File: src/rtl/priority_service_sched_v.sv
// Fixed-priority request scheduler: offer, handshake, then a fixed-length service window.
// Optional saturating overflow counter enabled by PRIORITY_SERVICE_SCHED_OVF_EN.
module priority_service_sched_v #(
  parameter int unsigned SERVICE_CYCLES = 3
) (
  input  logic       i_clk,
  input  logic       i_rst_n,
  input  logic [3:0] i_req,
  input  logic       i_ready,
  output logic [1:0] o_code,
  output logic       o_valid,
  output logic       o_busy,
  output logic [3:0] o_pending,
  output logic [7:0] o_ovf_cnt
);

  typedef enum logic [1:0] {
    IDLE,
    OFFER,
    SERVICE
  } state_t;

  state_t     state;
  logic [3:0] pend;
  logic [3:0] cnt;
  logic [3:0] clr;
  logic [1:0] low;
  logic       hs;

  assign hs = o_valid & i_ready;

  always_comb begin
    clr = '0;
    if (hs) clr[o_code] = 1'b1;
  end

  always_comb begin
    low = 2'd0;
    priority case (1'b1)
      pend[0]: low = 2'd0;
      pend[1]: low = 2'd1;
      pend[2]: low = 2'd2;
      pend[3]: low = 2'd3;
      default: low = 2'd0;
    endcase
  end

  always_ff @(posedge i_clk or negedge i_rst_n) begin
    if (!i_rst_n) begin
      pend <= '0;
    end else begin
      pend <= (pend & ~clr) | i_req;
    end
  end

  assign o_pending = pend;

  always_ff @(posedge i_clk or negedge i_rst_n) begin
    if (!i_rst_n) begin
      state   <= IDLE;
      cnt     <= '0;
      o_code  <= '0;
      o_valid <= 1'b0;
      o_busy  <= 1'b0;
    end else begin
      unique case (state)
        IDLE: begin
          if (pend != '0) begin
            o_code  <= low;
            o_valid <= 1'b1;
            state   <= OFFER;
          end
        end
        OFFER: begin
          if (i_ready) begin
            cnt     <= 4'(SERVICE_CYCLES - 1);
            o_valid <= 1'b0;
            o_busy  <= 1'b1;
            state   <= SERVICE;
          end
        end
        SERVICE: begin
          if (cnt == '0) begin
            o_busy <= 1'b0;
            state  <= IDLE;
          end else begin
            cnt <= cnt - 4'd1;
          end
        end
        default: begin
          o_valid <= 1'b0;
          o_busy  <= 1'b0;
          state   <= IDLE;
        end
      endcase
    end
  end

`ifdef PRIORITY_SERVICE_SCHED_OVF_EN
  logic [7:0] ovf;

  // re-request on a line that stays pending this cycle
  always_ff @(posedge i_clk or negedge i_rst_n) begin
    if (!i_rst_n) begin
      ovf <= '0;
    end else if (|(i_req & pend & ~clr) && ovf != 8'hff) begin
      ovf <= ovf + 8'd1;
    end
  end

  assign o_ovf_cnt = ovf;
`else
  assign o_ovf_cnt = '0;
`endif

endmodule
File: config.mk
export PLATFORM = sky130hd
export DESIGN_NAME = priority_service_sched_v
export DESIGN_NICKNAME = d
export VERILOG_FILES = /design/src/rtl/priority_service_sched_v.sv
export SDC_FILE = /design/constraint.sdc
export NUM_CORES = 1
export LEC_CHECK = 0
export BUFFER_PORTS_ARGS = -buffer_cell sky130_fd_sc_hd__buf_4
export CELL_PAD_IN_SITES_DETAIL_PLACEMENT = 1
export CELL_PAD_IN_SITES_GLOBAL_PLACEMENT = 1
export CORE_MARGIN = 4
export CORE_UTILIZATION = 37
export CTS_BUF_LIST = sky130_fd_sc_hd__clkbuf_8 sky130_fd_sc_hd__clkbuf_16
export CTS_CLUSTER_DIAMETER = 50
export DETAILED_ROUTE_END_ITERATION = 10
export MAX_ROUTING_LAYER = met4
export PLACE_DENSITY_LB_ADDON = 0.1
export REMOVE_ABC_BUFFERS = 1
export SYNTH_ARGS = -nofsm -noshare
export SYNTH_HDL_FRONTEND = slang
export SYNTH_SLANG_ARGS = --single-unit
File: constraint.sdc
create_clock -name i_clk -period 1.75 [get_ports i_clk]
set_clock_uncertainty 0.2 [all_clocks]
set_input_delay 0.0875 -clock i_clk [delete_from_list [all_inputs] [get_ports i_clk]]
set_output_delay 0.0875 -clock i_clk [all_outputs]
set_load 0.02 [all_outputs]
Word-level counts from Yosys, hierarchy flattened
Cells that the tools add are included.

operators by class
  $add $sub $neg = 1
  $lt $le $gt $ge = 2
  equality and inequality tests = 6
  muxes and demuxes = 20
  bitwise gates (word level) = 6
  reduce and logical (&&, ||, !) cells = 10

operator list
  cell                                                                number
  two-way mux 2 bit                                                   7
  two-way mux 4 bit                                                   3
  AND reduction 3 bit                                                 4
  != test 2 bit (second input constant)                               4
  one-hot mux 4 bit (2 select lines)                                  1
  one-hot mux 1 bit (3 select lines)                                  2
  one-hot mux 2 bit (3 select lines)                                  1
  two-way mux 1 bit                                                   5
  bitwise AND 4 bit                                                   1
  logical NOT 4 bit                                                   1
  NOT 4 bit                                                           1
  bitwise OR 4 bit                                                    1
  nonzero test 4 bit                                                  1
  subtractor 4 x 1 -> 4 bit (second input constant)                   1
  < comparator 2 x 3 -> 1 bit (second input constant)                 1
  demux 1 bit (select 2 bit)                                          1
  == test 2 x 1 -> 1 bit (second input constant)                      1
  == test 2 bit (second input constant)                               1
  greater-or-equal comparator 2 x 1 -> 1 bit (second input constant)  1
  logical NOT 2 bit                                                   1
  NOT 1 bit                                                           2
  AND reduction 2 bit                                                 1
  nonzero test 2 bit                                                  1
  bitwise AND 1 bit                                                   1
  logical AND 1 bit                                                   1

word-level totals
  flip-flop bits (word level) = 14
  input port bits = 7
  output and inout bits = 16
  logic and storage cells = 51

Longest topological paths before layout
  depth after elaboration = 8
  gate-level depth with buffers = 5
  gate-level depth less buffers = 5

Worst setup path after synthesis
No wires, ideal clock.

  path type = register to register
  start = reg cnt[0]
  end = reg cnt[2]
  library setup time = 0.122 ns
  arrival = 1.189 ns
  data required time = 1.428 ns
  path slack = 0.239 ns
  cell stages (with the launch flop) = 6
  buffers on the path = 0
  period minus slack after synthesis = 1.511 ns
  path through = dfrtp_1 > inv_1 > ha_1 > nor3b_2 > nor2_1 > a32o_1

on the way
  longest elaborated chain between the ends = 3
  elaborated cells on any way between the ends = 6
  those cells by class = 1 x add/sub; 1 x eq/ne; 2 x mux; 2 x reduce/logical

ends and longest elaborated chain
  what                                                                              line    source
  from (decl)                                                                       25      logic [3:0] cnt;
  from (signal assigned)                                                            76      cnt <= 4'(SERVICE_CYCLES - 1);
  from (signal assigned)                                                            87      cnt <= cnt - 4'd1;
  subtractor 4 x 1 -> 4 bit / logical NOT 4 bit (equally long branches)             87, 83
  two-way mux 4 bit / != test 2 bit (equally long branches)                         --
  one-hot mux 4 bit (2 select lines) / AND reduction 3 bit (equally long branches)  --

Parallel ways exist; a longest one is shown, timed or not. The select of a mux whose other input is x is not followed.
A chain may end at the register's enable or synchronous reset.

Final worst setup path
Same ends and word-level chain as after synthesis.

==> results.yml <==
die:
  die_h_um: 53.38
  start_util_pct: 38.84
  die_x_um: 53.38
  core_sq_um: 1962
  ioPinCount: 23
  die_area_sq_um: 2849
  rows: 16
flow_run:
  cap_viol_max_count: 0
finish:
  register_area_sq_um: 350.3
  drive_above_1_share_pct: 22.83
  fillerInstances: 236
  mostFrequentLayoutCells: "dfrtp_1 (14), buf_4 (14), conb_1 (8)"
  multiInputGateArea_sq_um: 354.1
  antennaDiodeCount: 0
  final_cells: 119
  area_growth_syn_to_layout_pct: 25.12
  fin_nets: 103
clock_tree:
  cts_sinks: 14
  h-tree-depth: 1
  cts_setup_buffers: 0
  clk_pin_slew_worst_paths_ps: 50
  worstSkewPairLatency_ps: 240
  root_buffer: "clkbuf_8"
  cts_buffers: 3
  cts_tree: "built"
  cts_buffer_depth: 2
setup_path:
  crit_type: "flip-flop to flip-flop"
  arrival_ps: 1530
  required_ps: 1680
  crit_fanout: 5
  cp-start-kind: "flip-flop"
  regToRegSetupSlack_ps: 140
  cp-end-kind: "flip-flop"
synth:
  synth_edf_count: 0
  ys_warn_count: 0
  synthCells: 74
  ys_types: 30
  syn_area_sq_um: 762.0
  seq_area_frac_synth_pct: 45.98
  synth-seq-cells: 14
  synth_top_flop_cell: "dfrtp_1"
  avgSynthCellArea_sq_um: 10.30
  async_flop_share_pct: 100.0
placement:
  dp_hpwl_um: 1230
  gp_congestion: 0.7315
  numPortBuffers: 14
  dp_cells: 111
timing:
  rsz0062_at_grt: "false"
  fmaxAchievable_ghz: 0.6224
  finalHoldViolations: 0
  fin_crit_sh_pct: 91.81
  finalSetupViolCount: 0
  totalNegativeSetupSlack_ps: 0
  whs_ps: 14.34
  fin_crit_ps: 1607
  slew_violations: 0
detailed_routing:
  num_vias: 603
  drc: 0
  drt_iter0_drc: 8
  routed_wl_um: 1777
  drt-vias-per-instance: 5.067
  ant_nets: 0
  wl_per_cell_um: 14.93
  drt-pass1-iter-count: 2
global_route:
  grt-ovfl-total: 0
  grt_pass1_wl_um: 3022
  grtUsageTotal_pct: 15.58
  grt_pass1_vias: 620
  antenna_found_initial: 0
  grt_start_max_net_pins: 15
worst_hold_path:
  min_path_type: "input port to flip-flop"
pwr:
  p_leak_nw: 0.4275
  power_density_nw_per_um2: 1618
  ir_drop_v: 0.0008773
outcome:
  status: "complete, no violations"
-- timing repair --
| action | 4_1_cts | 5_1_grt |
|---|---|---|
| resized for setup | 0 | 1 |
| hold buffers | 5 | 0 |
| endpoints found under the setup margin | 0 | 1 |
| endpoints found under the hold margin | 18 | 0 |
-- stage by stage --
stage	util, %	total power [mW]	worst slack, ps	cell area (sq um)
6_report	48.60	1.543	143.3	953.4
5_1_grt	48.60	1.670	18.48	953.4
4_1_cts	48.28	1.538	91.55	947.2
3_5_place_dp	43.62	1.267	95.89	855.8
3_3_place_gp	43.62	1.249	160.5	855.8
2_1_floorplan	-	1.026	239.2	716.9
-- critical path: stages, from the launching register on --
cell and delay, ps:
dfrtp_1 400, inv_1 120, ha_1 170, nor3b_4 280, nor2_1 110, a32o_1 220
-- Yosys cell counts (2+ instances only) --
| cell | instances | area (sq um) |
|---|---|---|
| nand4b_1 | 2 | 17.52 |
| a21oi_1 | 3 | 15.01 |
| ha_1 | 2 | 25.02 |
| a21o_1 | 5 | 37.54 |
| clkbuf_1 | 3 | 11.26 |
| inv_1 | 5 | 18.77 |
| nor3_1 | 3 | 15.01 |
| a21boi_1 | 2 | 15.01 |
| nor2_1 | 4 | 15.01 |
| o31ai_1 | 2 | 15.01 |
| buf_4 | 8 | 60.06 |
| nand2b_1 | 2 | 12.51 |
| dfrtp_1 | 14 | 350.3 |
| o32a_1 | 2 | 20.02 |
| o2bb2ai_1 | 2 | 17.52 |
-- area by class of cell --
| type | count | area share (%) |
|---|---|---|
| Clock buffer | 3 | 4.331 |
| Inverter | 5 | 1.969 |
| Multi-Input combinational cell | 51 | 37.14 |
| Sequential cell | 14 | 36.75 |
| Tap cell | 27 | 3.543 |
| Timing Repair Buffer | 19 | 16.27 |
-- per-layer routing --
metal | global-route usage, % | routed length (um) | up-vias
met3 | 3.662 | 87 | 2
met2 | 26.53 | 890 | 14
met1 | 17.35 | 784 | 297
li1 | - | - | 290
met4 | 6.383 | 14 | 0
met5 | - | 0 | -
-- state kept, by name (all words and copies together) (netlist names) --
| name | cells |
|---|---|
| cnt | 4 |
| o_pending | 4 |
| o_code | 2 |
| state | 2 |
| o_busy | 1 |
| o_valid | 1 |
-- cells by family (layout without fill, tap and decap cells) --
group	after synthesis	in the layout	synth area share [%]
DFF	14	14	45.98
other	1	8	0.4921
buffers and inverters	16	27	11.82
and+or+nand+nor	19	19	15.93
adders and majority gates	2	2	3.284
AOI/OAI and AO/OA	22	22	22.50
-- worst paths after layout --
check,startpoint,end,depth (start not counted)
worst min-delay path,i_ready,o_pending[0]$_DFF_PN0_,4
max in group asynchronous,i_rst_n,state[1]$_DFFE_PN0P_,2
worst max-delay path,cnt[0]$_DFFE_PN0P_,cnt[2]$_DFFE_PN0P_,5
worst min register to register,o_busy$_DFFE_PN0P_,o_busy$_DFFE_PN0P_,1
min in group asynchronous,i_rst_n,o_pending[1]$_DFF_PN0_,2
worst max register to register,cnt[0]$_DFFE_PN0P_,cnt[2]$_DFFE_PN0P_,5
-- power breakdown --
group / leakage, nW / switching (mW) / internal (mW)
logic: 0.247 / 0.309 / 0.313
clock network: 0.0216 / 0.0996 / 0.152
registers: 0.158 / 0.219 / 0.451
Note: power is estimated with default switching activity, not from simulation.
